`config.mk`:
```
export PLATFORM = sky130hd
export DESIGN_NAME = pb_varint_stream_decoder
export DESIGN_NICKNAME = d
export VERILOG_FILES = /design/src/rtl/pb_pkg.sv /design/src/rtl/pb_zigzag_decode.sv /design/src/rtl/pb_varint_stream_decoder.sv
export SDC_FILE = /design/constraint.sdc
export NUM_CORES = 1
export LEC_CHECK = 0
export CAP_MARGIN = 20
export CORE_MARGIN = 5
export CORE_UTILIZATION = 30
export CTS_CLUSTER_DIAMETER = 200
export DETAILED_ROUTE_END_ITERATION = 7
export PLACE_DENSITY_LB_ADDON = 0.1
export SYNTH_ARGS = -nofsm -noshare
export SYNTH_HDL_FRONTEND = slang
export SYNTH_SLANG_ARGS = --single-unit
```
`constraint.sdc`:
```
create_clock -name clk -period 5.05 [get_ports clk]
set_input_delay 0.505 -clock clk [delete_from_list [all_inputs] [get_ports clk]]
set_output_delay 0.505 -clock clk [all_outputs]
set_load 0.05 [all_outputs]
```
`src/rtl/pb_pkg.sv`:
```
// Shared types for the protobuf varint decode path: decode modes, error codes,
// wire types and FSM states, plus small helpers used by the stream decoder.
package pb_pkg;

    typedef enum logic [1:0] {
        PB_MODE_RAW    = 2'd0,
        PB_MODE_ZIGZAG = 2'd1,
        PB_MODE_KEY    = 2'd2
    } pb_varint_mode_e;

    typedef enum logic [1:0] {
        PB_ERR_OK       = 2'd0,
        PB_ERR_OVERFLOW = 2'd1,
        PB_ERR_TRUNC    = 2'd2,
        PB_ERR_BAD_WIRE = 2'd3
    } pb_dec_err_e;

    typedef enum logic [2:0] {
        WIRE_VARINT = 3'd0,
        WIRE_I64    = 3'd1,
        WIRE_LEN    = 3'd2,
        WIRE_SGROUP = 3'd3,
        WIRE_EGROUP = 3'd4,
        WIRE_I32    = 3'd5
    } wire_type_e;

    typedef enum logic [1:0] {
        ST_IDLE  = 2'd0,
        ST_ACCUM = 2'd1,
        ST_DRAIN = 2'd2
    } pb_dec_state_e;

    localparam int MAX_VARINT_BYTES = 10;

    // The reserved encoding 3 decodes as RAW.
    function automatic pb_varint_mode_e decode_mode(input logic [1:0] m);
        case (m)
            2'd1:    return PB_MODE_ZIGZAG;
            2'd2:    return PB_MODE_KEY;
            default: return PB_MODE_RAW;
        endcase
    endfunction

    function automatic logic is_bad_wire(input logic [2:0] w);
        return w > WIRE_I32;
    endfunction

endpackage

```
`src/rtl/pb_zigzag_decode.sv`:
```
// Combinational zigzag-to-two's-complement conversion for sint32/sint64 fields.
module pb_zigzag_decode #(
    parameter int VALUE_W = 64
) (
    input  logic [VALUE_W-1:0] raw,
    output logic [VALUE_W-1:0] value
);

    assign value = (raw >> 1) ^ {VALUE_W{raw[0]}};

endmodule

```
`src/rtl/pb_varint_stream_decoder.sv`:
```
// Byte-stream protobuf varint decoder: one byte per cycle in, one decoded word
// per varint out, with overflow / truncation / wire-type error reporting.
module pb_varint_stream_decoder
    import pb_pkg::*;
#(
    parameter int VALUE_W   = 64,
    parameter int MAX_BYTES = (VALUE_W == 64) ? MAX_VARINT_BYTES : (VALUE_W + 6) / 7,
    parameter int FIELD_W   = 29
) (
    input  logic               clk,
    input  logic               rst,
    input  logic               in_valid,
    output logic               in_ready,
    input  logic [7:0]         in_data,
    input  logic               in_last,
    input  logic [1:0]         mode,
    output logic               out_valid,
    input  logic               out_ready,
    output logic [VALUE_W-1:0] out_value,
    output logic [FIELD_W-1:0] out_field,
    output logic [2:0]         out_wire,
    output logic [3:0]         out_nbytes,
    output logic [1:0]         out_err
);

    localparam int KEY_W = FIELD_W + 3;

    pb_dec_state_e   state_q, state_d;
    pb_varint_mode_e mode_q, mode_d;
    logic [VALUE_W-1:0] acc_q, acc_d;
    logic [3:0]         count_q, count_d;

    logic               out_valid_q, out_valid_d;
    logic [VALUE_W-1:0] out_value_q, out_value_d;
    logic [FIELD_W-1:0] out_field_q, out_field_d;
    logic [2:0]         out_wire_q, out_wire_d;
    logic [3:0]         out_nbytes_q, out_nbytes_d;
    pb_dec_err_e        out_err_q, out_err_d;

    logic               accept;
    pb_varint_mode_e    cur_mode;
    logic [3:0]         count_inc;
    int                 shamt;
    logic [VALUE_W+6:0] wide;
    logic [VALUE_W-1:0] acc_new;
    logic [VALUE_W-1:0] zz_value;
    logic [KEY_W-1:0]   key;
    logic               overflow;

    assign in_ready = !out_valid_q || out_ready;
    assign accept   = in_valid && in_ready;
    assign cur_mode = (state_q == ST_IDLE) ? decode_mode(mode) : mode_q;
    assign count_inc = (count_q == 4'hF) ? 4'hF : count_q + 4'd1;

    // Payload bits landing at or above VALUE_W fall into the top 7 bits of wide.
    assign shamt    = 7 * int'(count_q);
    assign wide     = {{VALUE_W{1'b0}}, in_data[6:0]} << shamt;
    assign acc_new  = acc_q | wide[VALUE_W-1:0];
    assign overflow = (count_q == 4'(MAX_BYTES - 1) && in_data[7]) || (|wide[VALUE_W+6:VALUE_W]);

    generate
        if (VALUE_W >= KEY_W) begin : g_key_slice
            assign key = acc_new[KEY_W-1:0];
        end else begin : g_key_pad
            assign key = {{(KEY_W - VALUE_W){1'b0}}, acc_new};
        end
    endgenerate

    pb_zigzag_decode #(.VALUE_W(VALUE_W)) u_zigzag (
        .raw   (acc_new),
        .value (zz_value)
    );

    always_ff @(posedge clk) begin
        // NOTE: state uses non-blocking assignments so every register samples pre-edge values.
        if (rst) begin
            state_q      <= ST_IDLE;
            mode_q       <= PB_MODE_RAW;
            acc_q        <= '0;
            count_q      <= '0;
            out_valid_q  <= 1'b0;
            out_value_q  <= '0;
            out_field_q  <= '0;
            out_wire_q   <= '0;
            out_nbytes_q <= '0;
            out_err_q    <= PB_ERR_OK;
        end else begin
            state_q      <= state_d;
            mode_q       <= mode_d;
            acc_q        <= acc_d;
            count_q      <= count_d;
            out_valid_q  <= out_valid_d;
            out_value_q  <= out_value_d;
            out_field_q  <= out_field_d;
            out_wire_q   <= out_wire_d;
            out_nbytes_q <= out_nbytes_d;
            out_err_q    <= out_err_d;
        end
    end

    always_comb begin
        // NOTE: every target gets a default first so no path infers a latch.
        state_d      = state_q;
        mode_d       = mode_q;
        acc_d        = acc_q;
        count_d      = count_q;
        out_valid_d  = out_valid_q && !out_ready;
        out_value_d  = out_value_q;
        out_field_d  = out_field_q;
        out_wire_d   = out_wire_q;
        out_nbytes_d = out_nbytes_q;
        out_err_d    = out_err_q;

        if (accept) begin
            count_d = count_inc;
            if (state_q == ST_DRAIN) begin
                if (!in_data[7] || in_last) begin
                    state_d      = ST_IDLE;
                    acc_d        = '0;
                    count_d      = '0;
                    out_valid_d  = 1'b1;
                    out_value_d  = '0;
                    out_field_d  = '0;
                    out_wire_d   = '0;
                    out_nbytes_d = count_inc;
                    out_err_d    = PB_ERR_OVERFLOW;
                end
            end else begin
                mode_d  = cur_mode;
                acc_d   = acc_new;
                state_d = ST_ACCUM;
                if (overflow) begin
                    if (in_data[7] && !in_last) begin
                        state_d = ST_DRAIN;
                        acc_d   = '0;
                    end else begin
                        state_d      = ST_IDLE;
                        acc_d        = '0;
                        count_d      = '0;
                        out_valid_d  = 1'b1;
                        out_value_d  = '0;
                        out_field_d  = '0;
                        out_wire_d   = '0;
                        out_nbytes_d = count_inc;
                        out_err_d    = PB_ERR_OVERFLOW;
                    end
                end else if (!in_data[7] || in_last) begin
                    // Normal termination, or truncation reporting the partial accumulator.
                    state_d      = ST_IDLE;
                    acc_d        = '0;
                    count_d      = '0;
                    out_valid_d  = 1'b1;
                    out_value_d  = acc_new;
                    out_field_d  = '0;
                    out_wire_d   = '0;
                    out_nbytes_d = count_inc;
                    out_err_d    = in_data[7] ? PB_ERR_TRUNC : PB_ERR_OK;
                    if (cur_mode == PB_MODE_ZIGZAG && !in_data[7]) begin
                        out_value_d = zz_value;
                    end
                    if (cur_mode == PB_MODE_KEY) begin
                        out_field_d = key[KEY_W-1:3];
                        out_wire_d  = key[2:0];
                        if (!in_data[7] && (is_bad_wire(key[2:0]) || key[KEY_W-1:3] == '0)) begin
                            out_err_d = PB_ERR_BAD_WIRE;
                        end
                    end
                end
            end
        end
    end

    assign out_valid  = out_valid_q;
    assign out_value  = out_value_q;
    assign out_field  = out_field_q;
    assign out_wire   = out_wire_q;
    assign out_nbytes = out_nbytes_q;
    assign out_err    = out_err_q;

endmodule

```
==> metrics, run 1 <==
DIE AREA=29900 sq um; leading cell type in the layout, fill and taps excluded=sky130_fd_sc_hd__dfxtp_1; Area contributors post-synth=sky130_fd_sc_hd__dfxtp_1, sky130_fd_sc_hd__nand2_1, sky130_fd_sc_hd__a32oi_1; total gr overflow=0; largest net degree at the start of global routing=82; fraction of layout cells with a size suffix above 1=5.79%; number of nets in the layout=1093; static leakage power=0.00405 uW; total wire length=24700 microns; Layout area overhead=25.4%; post-route fraction of the period consumed by the critical path=61.2%; number of setup violations in the final report=0; slowest stage cell on the critical path=sky130_fd_sc_hd__clkdlybuf4s50_1; Avg Cell Area, Syn=7.90 sq um; wire length of the first global-routing pass=39400 microns; source of the critical timing path=in_data[1]; number of detailed-route iterations in the first pass=5; worst min-delay path class=flop to flop; detailed placement HPWL=15300 microns; fraction of synthesized cell area taken by the top area cell type=44.1%; flops & latches, synth=175; slew at the pin closest to its max-slew limit=996 ps; setup_tns=0 ps; post-synthesis cell area=7950 sq um; initial core utilization=30.5%; final critical path time including I/O delays and setup=3090 ps; run status=completed; Worst path max stage delay=770 ps; synthesized netlist net count=1024; Yosys warning total=0; maximum operating frequency=323 MHz; worst path buffer plus inverter count=2; setup repair after global routing missed its margin=false; CTS hold repair buffers=0; vias in the first global route=6889; largest vdd supply drop=0.216 mV; Worst Setup Slack, final=1960 ps; RD Place Congestion=0.767; CTS Root Cell=sky130_fd_sc_hd__clkbuf_16; Overall Power=3140 uW; library cell with the largest summed area after synthesis=sky130_fd_sc_hd__dfxtp_1; number of antenna violations at the first check in global routing=1; number of placed I/O pins=119; worst-skew pair later-pin latency=430 ps; per-cell via count in the routed design=5.00; die height=173 microns; routed wirelength normalized by instance count=17.3 microns; TritonCTS Buffers=17; Post-CTS Setup Repair Bufs=0; cts repair resizes=0; post-route non-filler standard cell count=1425; sequential cell area fraction in the yosys report=44.1%; maximum buffer depth of the clock tree=2; input/output buffers=118; total global routing track utilization=16.0%; type of element capturing the critical path=flop; number of rows in the core area=59; Synth Flop Type=sky130_fd_sc_hd__dfxtp_1; number of levels the H-tree was split into=4; floorplan core area=26100 sq um; endpoints failing hold=0; post-detailed-route count of antenna-violating nets=0; largest clock skew in the final design=13.3 ps; post-synth cell types=41; number of max-cap violations=0; number of instances in the synthesized netlist=1007; headroom to the max-slew limit=33.4%; startpoint of the most critical hold path=out_field[12]$_SDFFE_PP0P_; sinks on the clock net=175; reg2reg start=count_q[0]$_SDFFE_PP0P_; signal arrival time at the worst endpoint=3450 ps; number of enable flip-flop cells after synthesis=0; cells traversed along the worst timing path=clkdlybuf4s50_1, or4_1, o21ai_1, a21boi_1, nor3_4, buf_4, a32oi_1, nor2_1; 1st-iter DRT viols=504; final-report max-slew violation count=0; ratio of total power to cell area=315 nW/um^2; Worst Setup Start Kind=primary input; number of cells in the design after placement=1392; worst-case setup slack after placement=1540 ps; remaining design rule violation count=0; clk slew on worst S/H paths=70 ps; family of cells with the greatest summed delay on the critical path=buffers and inverters; via count=7130; Async SR Flop Fraction=0%; CP Max Fanout=66; CTS tree=yes; commonest non-fill, non-tap cells in the layout=sky130_fd_sc_hd__dfxtp_1, sky130_fd_sc_hd__nand2_1, sky130_fd_sc_hd__nor2_1, sky130_fd_sc_hd__clkdlybuf4s50_1, sky130_fd_sc_hd__a21oi_1; category of the critical setup timing path=primary input to flop; worst endpoint required time=5410 ps; die width=173 microns
worst paths after layout:
path / endpoint / slack (ps) / cells past startpoint
worst min register to register: out_field[12]$_SDFFE_PP0P_ / 450 / 2
worst max register to register: out_err[1]$_SDFFE_PP0P_ / 2210 / 7
worst max-delay path: out_value[14]$_SDFFE_PP0P_ / 1960 / 8
worst min-delay path: out_field[12]$_SDFFE_PP0P_ / 450 / 2
worst min-delay path: cells and delay by family, from the launching register on:
| family | cells | cell delay, ps |
|---|---|---|
| AND/OR/NAND/NOR | 1 | 40 |
| flip-flops | 1 | 320 |
| AO/OA/AOI/OAI | 1 | 50 |
power breakdown:
| group | switching [uW] | internal [uW] | total, uW | leakage, uW |
|---|---|---|---|---|
| clock | 596 | 738 | 1330 | 0.000282 |
| combinational | 268 | 121 | 389 | 0.00235 |
| sequential | 15.6 | 1400 | 1420 | 0.00141 |
| total | 880 | 2260 | 3140 | 0.00405 |
cells in the mapped netlist, types with 2 or more instances:
cell type and number:
sky130_fd_sc_hd__buf_2 18, sky130_fd_sc_hd__inv_1 55, sky130_fd_sc_hd__nor4b_2 2, sky130_fd_sc_hd__and2_1 2
sky130_fd_sc_hd__nor2b_1 6, sky130_fd_sc_hd__nor4_4 2, sky130_fd_sc_hd__nand3_1 16, sky130_fd_sc_hd__nor4_1 2
sky130_fd_sc_hd__a21oi_1 83, sky130_fd_sc_hd__dfxtp_1 175, sky130_fd_sc_hd__a22oi_1 55, sky130_fd_sc_hd__nor3_1 4
sky130_fd_sc_hd__o21ai_0 48, sky130_fd_sc_hd__o211ai_1 2, sky130_fd_sc_hd__mux2i_1 4, sky130_fd_sc_hd__nand4_1 6
sky130_fd_sc_hd__a32oi_1 64, sky130_fd_sc_hd__xnor2_1 63, sky130_fd_sc_hd__nor4bb_1 3, sky130_fd_sc_hd__ha_1 2
sky130_fd_sc_hd__nand2b_1 3, sky130_fd_sc_hd__clkbuf_1 63, sky130_fd_sc_hd__nand2_1 172, sky130_fd_sc_hd__nor2_1 133
sky130_fd_sc_hd__nor4b_1 2, sky130_fd_sc_hd__buf_4 6, sky130_fd_sc_hd__or2_2 2
per-stage QoR:
stage | hold slack, ps | instance area (sq um) | util (%)
global placement | 436 | 9360 | 35.9
floorplan | 436 | 7950 | -
global route | 477 | 9970 | 38.3
detailed placement | 443 | 9390 | 36.0
finish | 450 | 9970 | 38.3
CTS | 457 | 9970 | 38.3
metal layers:
metal | up-vias | part of all wire [%] | GRT usage, % | wire, microns
li1 | 3577 | - | - | -
met1 | 3397 | 48 | 21.7 | 11800
met2 | 148 | 47 | 26.7 | 11700
met3 | 8 | 4.1 | 3.19 | 1020
met4 | 0 | 0.64 | 3.11 | 157
met5 | - | 0 | 0 | 0
flip-flops by register name, indices dropped and copies added, names as in the netlist:
name and cells:
out_wire 3, out_valid 1, state_q 2, out_err 2
mode_q 2, count_q 4, acc_q 64, out_nbytes 4
out_field 29, out_value 64
area by class of cell:
cell class	instances	area, sq um
fill	2722	16100
multi-input combinational	690	3900
sequential	175	3500
timing repair buffer	137	1350
clock buffer	18	429
tap	335	419
inverter	55	206
clock inverter	14	155
antenna	1	2.50
cell families after synthesis:
logic type / synth area share, %
and+or+nand+nor: 19.4
AOI/OAI and AO/OA: 21.6
DFF: 44.1
buffers and inverters: 7.27
xor gates and xnor gates: 6.94
muxes: 0.504
adders and majority gates: 0.315
Power figures use the tool's default switching activity.
==> run 2, diff against run 1 <==
- clock period: 5.05 -> 2.9 ns (I/O delays scaled with it)
==> run 2 against run 1 <==
  * Global-route usage is 0.69 points higher
  * Critical endpoint is now out_err[0]$_SDFFE_PP0P_
  * Largest power group is now the clock network
  * Worst setup slack worse by 1600 ps
  * Via count is 2.2% higher
==> metrics, run 2 (synthesized netlist as in run 1, its figures left out) <==
post-detailed-route count of antenna-violating nets=0; routed wirelength normalized by instance count=17.3 microns; number of rows in the core area=59; cts repair resizes=0; number of max-cap violations=0; per-cell via count in the routed design=4.98; Seq. cell area=3500 sq um; leading cell type in the layout, fill and taps excluded=sky130_fd_sc_hd__dfxtp_1; number of nets in the layout=1133; CTS Root Cell=sky130_fd_sc_hd__clkbuf_16; worst-skew pair later-pin latency=430 ps; TritonCTS Buffers=17; headroom to the max-slew limit=56.8%; Sw Share=25.9%; DIE AREA=29900 sq um; slowest stage cell on the critical path=sky130_fd_sc_hd__dfxtp_1; largest vdd supply drop=0.357 mV; post-route fraction of the period consumed by the critical path=88.2%; Overall Power=5820 uW; final-report max-slew violation count=0; die width=173 microns; initial core utilization=30.5%; 1st-iter DRT viols=510; ratio of total power to cell area=557 nW/um^2; via count=7285; die height=173 microns; run status=completed; setup repair after global routing missed its margin=false; Worst Setup Start Kind=flop; number of placed I/O pins=119; Hold Worst Slack=244 ps; detailed placement HPWL=16300 microns; CTS hold repair buffers=0; number of antenna violations at the first check in global routing=0; internal power of the cells=4320 uW; signal arrival time at the worst endpoint=2920 ps; number of diodes added for antenna fixing=0; remaining design rule violation count=0; family of cells with the greatest summed delay on the critical path=flip-flops; static leakage power=0.00430 uW; Post-CTS Setup Repair Bufs=0; slew at the pin closest to its max-slew limit=647 ps; clk slew on worst S/H paths=70 ps; vias in the first global route=7214; maximum operating frequency=391 MHz; maximum buffer depth of the clock tree=2; relative contribution of sequential cells to total power=42.4%; portion of total power attributed to the clock network=45.0%; worst path buffer plus inverter count=2; cells traversed along the worst timing path=nor4b_1, buf_4, a21oi_1, nand4_1, nor4_1, buf_4, o2111ai_1, o21ai_0; largest clock skew in the final design=11.7 ps; total global routing track utilization=16.7%; worst endpoint required time=3260 ps; category of the critical setup timing path=flop to flop; setup_tns=0 ps; post-route non-filler standard cell count=1463; number of detailed-route iterations in the first pass=5; Layout area overhead=31.5%; type of element capturing the critical path=flop; design area=10500 sq um; worst min-delay path class=primary input to flop; most frequent cell on the critical path=sky130_fd_sc_hd__buf_4; RD Place Congestion=0.743; number of levels the H-tree was split into=4; input/output buffers=118; Gate power share=12.7%; Fillers=2674; floorplan core area=26100 sq um; CTS tree=yes; commonest non-fill, non-tap cells in the layout=sky130_fd_sc_hd__dfxtp_1, sky130_fd_sc_hd__nand2_1, sky130_fd_sc_hd__nor2_1, sky130_fd_sc_hd__clkdlybuf4s50_1, sky130_fd_sc_hd__a21oi_1; total wire length=25300 microns; final critical path time including I/O delays and setup=2560 ps; area taken by multi-input logic gates=3900 sq um; endpoints failing hold=0; number of setup violations in the final report=0; Worst path max stage delay=730 ps; largest net degree at the start of global routing=69; CP Max Fanout=15; wire length of the first global-routing pass=41200 microns; total gr overflow=0; cell area reported after detailed placement=9790 sq um; number of cells in the design after placement=1432; NetSw=1510 uW; sinks on the clock net=175; fraction of layout cells with a size suffix above 1=9.04%
==> run 2: cell count changes in the layout (fill, tap and decap cells not counted), sizes merged, moves of 2 or more <==
cell,delta
clkbuf,+4
inv,-5
clkinv,-2
buf,+40
bufinv,+3
==> run 2: worst paths after layout <==
kind,from,to,slack [ps],cells past startpoint
max,count_q[1]$_SDFFE_PP0P_,out_err[0]$_SDFFE_PP0P_,340,8
min,rst,out_value[8]$_SDFFE_PP0P_,240,2
max reg2reg,count_q[1]$_SDFFE_PP0P_,out_err[0]$_SDFFE_PP0P_,340,8
min reg2reg,out_field[16]$_SDFFE_PP0P_,out_field[16]$_SDFFE_PP0P_,450,2
==> run 2: through the flow <==
step                utilization, %  worst slack, ps
floorplan                        -              394
global placement              37.6              243
detailed placement            37.6              237
CTS                           40.1              307
global route                  40.1              148
finish                        40.1              343
==> run 2: cell type report <==
class                      count  area share [%]
multi-input combinational    690            37.3
clock inverter                 9            1.72
inverter                      55            1.97
timing repair buffer         177            16.8
tap                          335            4.01
clock buffer                  22            4.63
sequential                   175            33.5
==> run 2: worst reg2reg max path, stage by stage, from the launching register on <==
cell and delay (ps):
sky130_fd_sc_hd__dfxtp_1 730, sky130_fd_sc_hd__nor4b_1 130, sky130_fd_sc_hd__buf_4 200, sky130_fd_sc_hd__a21oi_1 470, sky130_fd_sc_hd__nand4_1 150, sky130_fd_sc_hd__nor4_1 400, sky130_fd_sc_hd__buf_4 200, sky130_fd_sc_hd__o2111ai_1 110
sky130_fd_sc_hd__o21ai_0 100
==> run 2: per-layer routing <==
| layer | track usage [%] | share of wire [%] | vias to the layer above |
|---|---|---|---|
| met4 | 3.90 | 1.2 | 0 |
| li1 | - | - | 3665 |
| met1 | 22.9 | 49 | 3461 |
| met3 | 2.90 | 3.6 | 16 |
| met5 | 0 | 0 | - |
| met2 | 27.5 | 46 | 143 |
==> run 2: power groups by stage <==
stage | Clock, uW | Combinational, uW | Sequential [uW]
finish | 2620 | 737 | 2470
CTS | 2660 | 744 | 2470
global route | 2770 | 795 | 2470
global placement | 0 | 746 | 2520
floorplan | 0 | 362 | 2630
detailed placement | 0 | 741 | 2520
==> run 3, diff against run 2 <==
- HOLD_SLACK_MARGIN: default -> 0.1
==> results of run 3 <==
No change in the layout: final DEF, timing and power equal those of run 2.
